### config.mk
export PLATFORM = sky130hd
export DESIGN_NAME = id_ex_stage_flat
export DESIGN_NICKNAME = d
export VERILOG_FILES = /design/src/rtl/id_ex_stage_pkg.sv /design/src/rtl/id_ex_stage_if.sv /design/src/rtl/id_ex_stage_load_use_detect.sv /design/src/rtl/id_ex_stage.sv /design/src/flat_wrapper.sv
export SDC_FILE = /design/constraint.sdc
export NUM_CORES = 1
export LEC_CHECK = 0
export CAP_MARGIN = 10
export CORE_MARGIN = 8
export CORE_UTILIZATION = 39
export CTS_CLUSTER_SIZE = 14
export DETAILED_ROUTE_END_ITERATION = 8
export GPL_ROUTABILITY_DRIVEN = 1
export HOLD_SLACK_MARGIN = 0.06
export PLACE_DENSITY = 0.8
export SETUP_SLACK_MARGIN = 0.15
export SYNTH_ARGS = -nofsm -noshare
export SYNTH_HDL_FRONTEND = slang
export SYNTH_HIERARCHICAL = 1
export SYNTH_SLANG_ARGS = --single-unit
export TNS_END_PERCENT = 30
### constraint.sdc
create_clock -name clk -period 3 [get_ports clk]
set_input_delay 0.6 -clock clk [delete_from_list [all_inputs] [get_ports clk]]
set_output_delay 0.6 -clock clk [all_outputs]
set_load 0.02 [all_outputs]
### src/rtl/id_ex_stage_pkg.sv
`default_nettype none
// ============================================================================
// Module  : id_ex_stage_pkg
// Purpose : Shared definitions for the ID/EX pipeline register: control-word
//           layout, bubble constant and ALU no-operation code.
// Ports   : n/a (package)
// Rev     : 1.0  initial release
// ============================================================================
package id_ex_stage_pkg;

  // Control word layout, MSB first:
  // {regwrite, memtoreg, memwrite, alusrc, regdst, jump, branch,
  //  branch_condition[1:0], alucontrol[3:0]}
  localparam int CTRL_W        = 13;
  localparam int CTRL_REGWRITE = 12;
  localparam int CTRL_MEMTOREG = 11;
  localparam int CTRL_MEMWRITE = 10;
  localparam int CTRL_ALUSRC   = 9;
  localparam int CTRL_REGDST   = 8;
  localparam int CTRL_JUMP     = 7;
  localparam int CTRL_BRANCH   = 6;
  localparam int CTRL_BCOND_HI = 5;
  localparam int CTRL_BCOND_LO = 4;
  localparam int CTRL_ALU_HI   = 3;
  localparam int CTRL_ALU_LO   = 0;

  localparam logic [3:0]        EXE_NO_OPERATION = 4'b0000;
  // All-zero word: no writes, no branch/jump, ALU does nothing.
  localparam logic [CTRL_W-1:0] CTRL_BUBBLE      = 13'b0;

  typedef struct packed {
    logic       regwrite;
    logic       memtoreg;
    logic       memwrite;
    logic       alusrc;
    logic       regdst;
    logic       jump;
    logic       branch;
    logic [1:0] branch_condition;
    logic [3:0] alucontrol;
  } ctrl_t;

  function automatic logic ctrl_is_load(input logic [CTRL_W-1:0] c);
    ctrl_t f;
    f = ctrl_t'(c);
    return f.memtoreg;
  endfunction

endpackage
`default_nettype wire

### src/rtl/id_ex_stage_if.sv
`default_nettype none
// ============================================================================
// Module  : id_ex_stage_if
// Purpose : Bundles the decode-side inputs, execute-side outputs and the
//           stall/flush/hold controls of the ID/EX pipeline register.
// Ports   : modport master - decode/hazard logic driving the stage
//           modport slave  - the id_ex_stage itself
// Rev     : 1.0  initial release
// ============================================================================
interface id_ex_stage_if
  import id_ex_stage_pkg::*;
#(
  parameter int DATA_W = 32,
  parameter int REG_AW = 5,
  parameter int CNT_W  = 16
);
  logic [CTRL_W-1:0] ctrl_decode;
  logic              valid_decode;
  logic [DATA_W-1:0] rd1_decode;
  logic [DATA_W-1:0] rd2_decode;
  logic [DATA_W-1:0] signimm_decode;
  logic [DATA_W-1:0] pc_plus4_decode;
  logic [REG_AW-1:0] rs_decode;
  logic [REG_AW-1:0] rt_decode;
  logic [REG_AW-1:0] rd_decode;
  logic [REG_AW-1:0] shamt_decode;
  logic              flush_execute;
  logic              hold_execute;

  logic [CTRL_W-1:0] ctrl_execute;
  logic              valid_execute;
  logic [DATA_W-1:0] rd1_execute;
  logic [DATA_W-1:0] rd2_execute;
  logic [DATA_W-1:0] signimm_execute;
  logic [DATA_W-1:0] pc_plus4_execute;
  logic [REG_AW-1:0] rs_execute;
  logic [REG_AW-1:0] rt_execute;
  logic [REG_AW-1:0] rd_execute;
  logic [REG_AW-1:0] shamt_execute;
  logic              stall_fetch;
  logic              stall_decode;
  logic [CNT_W-1:0]  bubble_count;

  modport master (
    output ctrl_decode, valid_decode, rd1_decode, rd2_decode, signimm_decode,
           pc_plus4_decode, rs_decode, rt_decode, rd_decode, shamt_decode,
           flush_execute, hold_execute,
    input  ctrl_execute, valid_execute, rd1_execute, rd2_execute,
           signimm_execute, pc_plus4_execute, rs_execute, rt_execute,
           rd_execute, shamt_execute, stall_fetch, stall_decode, bubble_count
  );

  modport slave (
    input  ctrl_decode, valid_decode, rd1_decode, rd2_decode, signimm_decode,
           pc_plus4_decode, rs_decode, rt_decode, rd_decode, shamt_decode,
           flush_execute, hold_execute,
    output ctrl_execute, valid_execute, rd1_execute, rd2_execute,
           signimm_execute, pc_plus4_execute, rs_execute, rt_execute,
           rd_execute, shamt_execute, stall_fetch, stall_decode, bubble_count
  );
endinterface
`default_nettype wire

### src/rtl/id_ex_stage_load_use_detect.sv
`default_nettype none
// ============================================================================
// Module  : load_use_detect
// Purpose : Combinational load-use hazard detector. Flags a decode
//           instruction that reads the destination of a load now in execute.
// Ports   : i_valid_execute, i_memtoreg_execute, i_rt_execute - EX slot
//           i_valid_decode, i_rs_decode, i_rt_decode           - ID slot
//           o_lu                                               - hazard
// Rev     : 1.0  initial release
// ============================================================================
module load_use_detect #(
  parameter int REG_AW = 5
) (
  input  wire logic              i_valid_execute,
  input  wire logic              i_memtoreg_execute,
  input  wire logic [REG_AW-1:0] i_rt_execute,
  input  wire logic              i_valid_decode,
  input  wire logic [REG_AW-1:0] i_rs_decode,
  input  wire logic [REG_AW-1:0] i_rt_decode,
  output logic                   o_lu
);
  logic w_addr_match;

  // r0 is hardwired to zero, so a load into it never creates a dependency.
  assign w_addr_match = (i_rt_execute != '0) &&
                        ((i_rt_execute == i_rs_decode) ||
                         (i_rt_execute == i_rt_decode));

  assign o_lu = i_valid_execute & i_memtoreg_execute & i_valid_decode &
                w_addr_match;
endmodule
`default_nettype wire

### src/rtl/id_ex_stage.sv
`default_nettype none
// ============================================================================
// Module  : id_ex_stage
// Purpose : ID/EX pipeline register with load-use stall, branch flush,
//           downstream hold and a saturating bubble counter.
// Ports   : clk   - rising-edge clock
//           rst_n - asynchronous active-low reset
//           bus   - id_ex_stage_if.slave (decode in, execute out, controls)
// Rev     : 1.0  initial release
// ============================================================================
module id_ex_stage
  import id_ex_stage_pkg::*;
#(
  parameter int DATA_W = 32,
  parameter int REG_AW = 5,
  parameter int CNT_W  = 16
) (
  input wire logic     clk,
  input wire logic     rst_n,
  id_ex_stage_if.slave bus
);
  logic [CTRL_W-1:0] r_ctrl;
  logic              r_valid;
  logic [DATA_W-1:0] r_rd1;
  logic [DATA_W-1:0] r_rd2;
  logic [DATA_W-1:0] r_signimm;
  logic [DATA_W-1:0] r_pc_plus4;
  logic [REG_AW-1:0] r_rs;
  logic [REG_AW-1:0] r_rt;
  logic [REG_AW-1:0] r_rd;
  logic [REG_AW-1:0] r_shamt;
  logic [CNT_W-1:0]  r_bubble_count;

  logic w_lu;
  logic w_bubble;

  load_use_detect #(.REG_AW(REG_AW)) u_load_use_detect (
    .i_valid_execute    (r_valid),
    .i_memtoreg_execute (ctrl_is_load(r_ctrl)),
    .i_rt_execute       (r_rt),
    .i_valid_decode     (bus.valid_decode),
    .i_rs_decode        (bus.rs_decode),
    .i_rt_decode        (bus.rt_decode),
    .o_lu               (w_lu)
  );

  // Hold outranks everything; below it a flush or hazard loads a bubble.
  assign w_bubble = bus.flush_execute | w_lu;

  always_ff @(posedge clk or negedge rst_n) begin
    if (!rst_n) begin
      r_ctrl     <= CTRL_BUBBLE;
      r_valid    <= 1'b0;
      r_rd1      <= '0;
      r_rd2      <= '0;
      r_signimm  <= '0;
      r_pc_plus4 <= '0;
      r_rs       <= '0;
      r_rt       <= '0;
      r_rd       <= '0;
      r_shamt    <= '0;
    end else if (!bus.hold_execute) begin
      if (w_bubble) begin
        r_ctrl     <= CTRL_BUBBLE;
        r_valid    <= 1'b0;
        r_rd1      <= '0;
        r_rd2      <= '0;
        r_signimm  <= '0;
        r_pc_plus4 <= '0;
        r_rs       <= '0;
        r_rt       <= '0;
        r_rd       <= '0;
        r_shamt    <= '0;
      end else begin
        r_ctrl     <= bus.valid_decode ? bus.ctrl_decode : CTRL_BUBBLE;
        r_valid    <= bus.valid_decode;
        r_rd1      <= bus.rd1_decode;
        r_rd2      <= bus.rd2_decode;
        r_signimm  <= bus.signimm_decode;
        r_pc_plus4 <= bus.pc_plus4_decode;
        r_rs       <= bus.rs_decode;
        r_rt       <= bus.rt_decode;
        r_rd       <= bus.rd_decode;
        r_shamt    <= bus.shamt_decode;
      end
    end
  end

  // Only hazard bubbles are counted; a coincident flush wins and counts none.
  always_ff @(posedge clk or negedge rst_n) begin
    if (!rst_n) begin
      r_bubble_count <= '0;
    end else if (!bus.hold_execute && !bus.flush_execute && w_lu &&
                 (r_bubble_count != {CNT_W{1'b1}})) begin
      r_bubble_count <= r_bubble_count + 1'b1;
    end
  end

  assign bus.ctrl_execute     = r_ctrl;
  assign bus.valid_execute    = r_valid;
  assign bus.rd1_execute      = r_rd1;
  assign bus.rd2_execute      = r_rd2;
  assign bus.signimm_execute  = r_signimm;
  assign bus.pc_plus4_execute = r_pc_plus4;
  assign bus.rs_execute       = r_rs;
  assign bus.rt_execute       = r_rt;
  assign bus.rd_execute       = r_rd;
  assign bus.shamt_execute    = r_shamt;
  assign bus.stall_fetch      = w_lu | bus.hold_execute;
  assign bus.stall_decode     = w_lu | bus.hold_execute;
  assign bus.bubble_count     = r_bubble_count;
endmodule
`default_nettype wire

### src/flat_wrapper.sv
// flat-port wrapper written by rule: the top's interface ports become plain ports
module id_ex_stage_flat import id_ex_stage_pkg::*;
#(
  parameter int DATA_W = 32,
  parameter int REG_AW = 5,
  parameter int CNT_W  = 16
)
  (clk, rst_n, bus_ctrl_decode, bus_valid_decode, bus_rd1_decode, bus_rd2_decode, bus_signimm_decode, bus_pc_plus4_decode, bus_rs_decode, bus_rt_decode, bus_rd_decode, bus_shamt_decode, bus_flush_execute, bus_hold_execute, bus_ctrl_execute, bus_valid_execute, bus_rd1_execute, bus_rd2_execute, bus_signimm_execute, bus_pc_plus4_execute, bus_rs_execute, bus_rt_execute, bus_rd_execute, bus_shamt_execute, bus_stall_fetch, bus_stall_decode, bus_bubble_count);
  id_ex_stage_if #(.DATA_W(DATA_W), .REG_AW(REG_AW), .CNT_W(CNT_W)) bus_i ();
  input wire logic clk;
  input wire logic rst_n;
  input wire logic [$bits(bus_i.ctrl_decode)-1:0] bus_ctrl_decode;
  input wire logic [$bits(bus_i.valid_decode)-1:0] bus_valid_decode;
  input wire logic [$bits(bus_i.rd1_decode)-1:0] bus_rd1_decode;
  input wire logic [$bits(bus_i.rd2_decode)-1:0] bus_rd2_decode;
  input wire logic [$bits(bus_i.signimm_decode)-1:0] bus_signimm_decode;
  input wire logic [$bits(bus_i.pc_plus4_decode)-1:0] bus_pc_plus4_decode;
  input wire logic [$bits(bus_i.rs_decode)-1:0] bus_rs_decode;
  input wire logic [$bits(bus_i.rt_decode)-1:0] bus_rt_decode;
  input wire logic [$bits(bus_i.rd_decode)-1:0] bus_rd_decode;
  input wire logic [$bits(bus_i.shamt_decode)-1:0] bus_shamt_decode;
  input wire logic [$bits(bus_i.flush_execute)-1:0] bus_flush_execute;
  input wire logic [$bits(bus_i.hold_execute)-1:0] bus_hold_execute;
  output wire logic [$bits(bus_i.ctrl_execute)-1:0] bus_ctrl_execute;
  output wire logic [$bits(bus_i.valid_execute)-1:0] bus_valid_execute;
  output wire logic [$bits(bus_i.rd1_execute)-1:0] bus_rd1_execute;
  output wire logic [$bits(bus_i.rd2_execute)-1:0] bus_rd2_execute;
  output wire logic [$bits(bus_i.signimm_execute)-1:0] bus_signimm_execute;
  output wire logic [$bits(bus_i.pc_plus4_execute)-1:0] bus_pc_plus4_execute;
  output wire logic [$bits(bus_i.rs_execute)-1:0] bus_rs_execute;
  output wire logic [$bits(bus_i.rt_execute)-1:0] bus_rt_execute;
  output wire logic [$bits(bus_i.rd_execute)-1:0] bus_rd_execute;
  output wire logic [$bits(bus_i.shamt_execute)-1:0] bus_shamt_execute;
  output wire logic [$bits(bus_i.stall_fetch)-1:0] bus_stall_fetch;
  output wire logic [$bits(bus_i.stall_decode)-1:0] bus_stall_decode;
  output wire logic [$bits(bus_i.bubble_count)-1:0] bus_bubble_count;
  assign bus_i.ctrl_decode = bus_ctrl_decode;
  assign bus_i.valid_decode = bus_valid_decode;
  assign bus_i.rd1_decode = bus_rd1_decode;
  assign bus_i.rd2_decode = bus_rd2_decode;
  assign bus_i.signimm_decode = bus_signimm_decode;
  assign bus_i.pc_plus4_decode = bus_pc_plus4_decode;
  assign bus_i.rs_decode = bus_rs_decode;
  assign bus_i.rt_decode = bus_rt_decode;
  assign bus_i.rd_decode = bus_rd_decode;
  assign bus_i.shamt_decode = bus_shamt_decode;
  assign bus_i.flush_execute = bus_flush_execute;
  assign bus_i.hold_execute = bus_hold_execute;
  assign bus_ctrl_execute = bus_i.ctrl_execute;
  assign bus_valid_execute = bus_i.valid_execute;
  assign bus_rd1_execute = bus_i.rd1_execute;
  assign bus_rd2_execute = bus_i.rd2_execute;
  assign bus_signimm_execute = bus_i.signimm_execute;
  assign bus_pc_plus4_execute = bus_i.pc_plus4_execute;
  assign bus_rs_execute = bus_i.rs_execute;
  assign bus_rt_execute = bus_i.rt_execute;
  assign bus_rd_execute = bus_i.rd_execute;
  assign bus_shamt_execute = bus_i.shamt_execute;
  assign bus_stall_fetch = bus_i.stall_fetch;
  assign bus_stall_decode = bus_i.stall_decode;
  assign bus_bubble_count = bus_i.bubble_count;
  id_ex_stage #(.DATA_W(DATA_W), .REG_AW(REG_AW), .CNT_W(CNT_W)) u_core (.clk(clk), .rst_n(rst_n), .bus(bus_i));
endmodule
==> summary.md <==
| Metric | Value |
|---|---|
| Outcome | `completed` |
| Max clock buf depth | `2` |
| Starting Density | `39.74%` |
| DR pass1 iterations | `5` |
| Slew HR | `between 30% and 40%` |
| Leakage power | `approximately 4.8 nW` |
| Mapped Cells | `452` |
| Number of remaining DRC errors | `0` |
| Seq/Total Area, Yosys | `67.84%` |
| Crit Path Max Fanout | `3` |
| Vias per inst | `5.215` |
| Post-synth EDFFs | `0` |
| Synth top area cells | `dfrtp_1, a22o_1, xor2_1, clkbuf_1, xnor2_1` |
| Vias in the first global route | `5982` |
| Antenna viol nets, final | `0` |
| Fin nets | `959` |
| Sequential Power Share | `43.6%` |
| Die Ht | `145.8 um` |
| Hold Slack | `between 0.2 and 0.25 ns` |
| Register bit total from synthesis | `178` |
| Vias | `approximately 5400` |
| Global Route Usage Sum | `20.97%` |
| CP peak stage delay | `roughly 0.56 ns` |
| Logic gate share of total power | `18.6%` |
| RSZ-0062 raised after global routing | `false` |
| Avg Cell Area, Syn | `14.53 um2` |
| Routability-driven placement congestion ratio | `between 0.8 and 0.9` |
| Most frequent cells after synthesis | `dfrtp_1, a22o_1, clkbuf_1` |
| Setup TNS | `0 ns` |
| Mapped Area | `6566 um2` |
| Final hold vios | `0` |
| CP delay by family, top | `simple AND/OR/NAND/NOR gates` |
| YS warnings | `6` |
| Internal power | `4.544 mW` |
| Cell Chain, Critical Path | `or4_1 > o2111ai_2 > a21oi_1 > or2_2 > buf_2` |
| Die X | `145.8 um` |
| Slowest CP cell | `or4_1` |
| Maximum vdd ir drop | `339.1 uV` |
| Synth area leader | `dfrtp_1` |
| Hold buffer count at cts | `0` |
| Total power draw | `between 6 and 7 mW` |
| Routed wire length per instance | `21.88 um` |
| Achievable Freq | `360.2 MHz` |
| Critical path buffers and inverters | `1` |
| CTS Buf Count | `17` |
| Layout cells sized above 1 | `7.081%` |
| Core ar. | `16520 um2` |
| Area after DPL | `10270 um2` |
| GRT overflow | `0` |
| Worst setup SP type | `flip-flop` |
| Post-synth top area share | `67.84%` |
| Worst skew pair latency | `0.42 ns` |
| Final setup fails | `0` |
| Post-route design area | `10890 um2` |
| CTS Sinks | `between 150 and 200` |
| MaxCap Viol Count | `0` |
| Clk pwr share | `37.7%` |
| Worst EP arrival | `2.18 ns` |
| First-pass GRT wire length | `35070 um` |
| Actual slew at the worst max-slew pin | `0.9840 ns` |
| Min-Delay Path Class | `input pin to async pin` |
| WL final | `22450 um` |
| Hpwl dp | `16630 um` |
| Antenna violations before repair | `1` |
| DRT iter0 DRCs | `approximately 250` |
| Worst Skew | `0.005823 ns` |
| CP Class | `flip-flop to primary output` |
| Layout Utilization | `65.91%` |
| Post-route minimum period | `2.776 ns` |
| Most frequent cell after synthesis | `dfrtp_1` |
| Maximum number of pins on one net before global-route repair | `between 90 and 100` |
| Die ar. | `approximately 21000 um2` |
| Share of flip-flops with an asynchronous set or reset | `100.0%` |
| Switching power | `1.571 mW` |
| P per Cell Area | `561.4 nW/um2` |
| Clock slew at reported path FFs | `0.07 ns` |
| Area delta synth->final | `65.87%` |
| CP required | `approximately 2.4 ns` |
| Crit. End Element | `primary output` |
| Primary FF master, synth | `dfrtp_1` |
| I/O pins | `around 350` |
| Rows | `47` |
| Fin crit share | `92.55%` |
| # port buffers | `345` |
| CTS tree | `done` |
| Root buf cell | `clkbuf_16` |
| Syn nets | `619` |
| H-tree Lvls | `4` |
| Sw Ratio | `roughly 26%` |
| Slew Limit Fails | `0` |
| Netlist cell types | `32` |
==> path summary, 6_finish.rpt <==
check                                                             from                                          end  slack (ns)  cells past startpoint
min                                                              rst_n       u_core/bus.bubble_count[3]$_DFFE_PN0P_        0.20                      1
max reg2reg                       u_core/bus.rt_execute[2]$_DFFE_PN0N_      u_core/bus.bubble_count[14]$_DFFE_PN0P_        0.35                      9
min in group clk           u_core/bus.pc_plus4_execute[10]$_DFFE_PN0N_  u_core/bus.pc_plus4_execute[10]$_DFFE_PN0N_        0.51                      1
max in group asynchronous                                        rst_n    u_core/bus.signimm_execute[6]$_DFFE_PN0N_        2.04                      2
max                               u_core/bus.rt_execute[1]$_DFFE_PN0N_                              bus_stall_fetch        0.22                      5
min reg2reg                u_core/bus.pc_plus4_execute[10]$_DFFE_PN0N_  u_core/bus.pc_plus4_execute[10]$_DFFE_PN0N_        0.51                      1
==> sequential cells by signal, summed over array words and instances, names as in the netlist, 5 cells and up <==
signal                       flops
u_core/bus.ctrl_execute         13
u_core/bus.rd_execute            5
u_core/bus.pc_plus4_execute     32
u_core/bus.bubble_count         16
u_core/bus.rs_execute            5
u_core/bus.rd2_execute          32
u_core/bus.rt_execute            5
u_core/bus.signimm_execute      32
u_core/bus.rd1_execute          32
u_core/bus.shamt_execute         5
==> timing repair <==
item | in CTS | in global routing
resized for setup | 7 | 2
buffers inserted | 2 | 0
endpoints found under the setup margin | 2 | 2
==> metrics by stage <==
step | setup slack, ns | cells
after floorplan | 0.3714 | 452
after global placement | -0.1019 | 991
after detailed placement | -0.1464 | 991
after CTS | 0.09098 | 1025
after global routing | 0.1651 | 1026
final | 0.2236 | 1026
==> power groups by stage <==
stage	combinational, mW	clock [mW]	sequential [mW]
floorplan	0.225	0	2.91
global placement	1.12	0	2.70
detailed placement	1.14	0	2.71
CTS	1.15	2.35	2.67
global route	1.20	2.47	2.69
finish	1.14	2.31	2.67
==> cell usage in the layout, fill, tap and decap left out, types with 4 or more instances in the layout <==
cell type          n
a22o_1           161
buf_4             12
clkbuf_16         17
clkdlybuf4s50_1  341
dfrtp_1          178
inv_6              4
nand2_1            7
nand3_1            4
nand4_1            4
nor3_1             6
nor4_1             4
xnor2_1            6
xor2_1            18
==> logic make-up after synthesis <==
group,count (synthesis),share of synthesized area (%)
flops,178,67.84
compound gates,166,21.99
simple gates,42,3.925
buf+inv,39,2.515
xor+xnor,24,3.201
mux,2,0.3430
fa+ha+maj,1,0.1905
==> cell type report <==
cell class | instances | area [um2]
fill | 1154 | 5633
sequential | 178 | 4454
timing repair buffer | 359 | 3585
multi-input combinational | 235 | 1961
clock buffer | 21 | 460.4
tap | 220 | 275.3
clock inverter | 11 | 150.1
inverter | 1 | 3.754
antenna | 1 | 2.502
==> metal layers <==
layer / up-vias / routed length, um / GRT usage (%)
met5: - / 0 / 0
met4: 0 / 726 / 9.578
met3: 43 / 2029 / 8.582
met2: 269 / 11110 / 34.72
met1: 2638 / 8585 / 23.23
li1: 2401 / - / -
(Power assumes the default switching activity.)
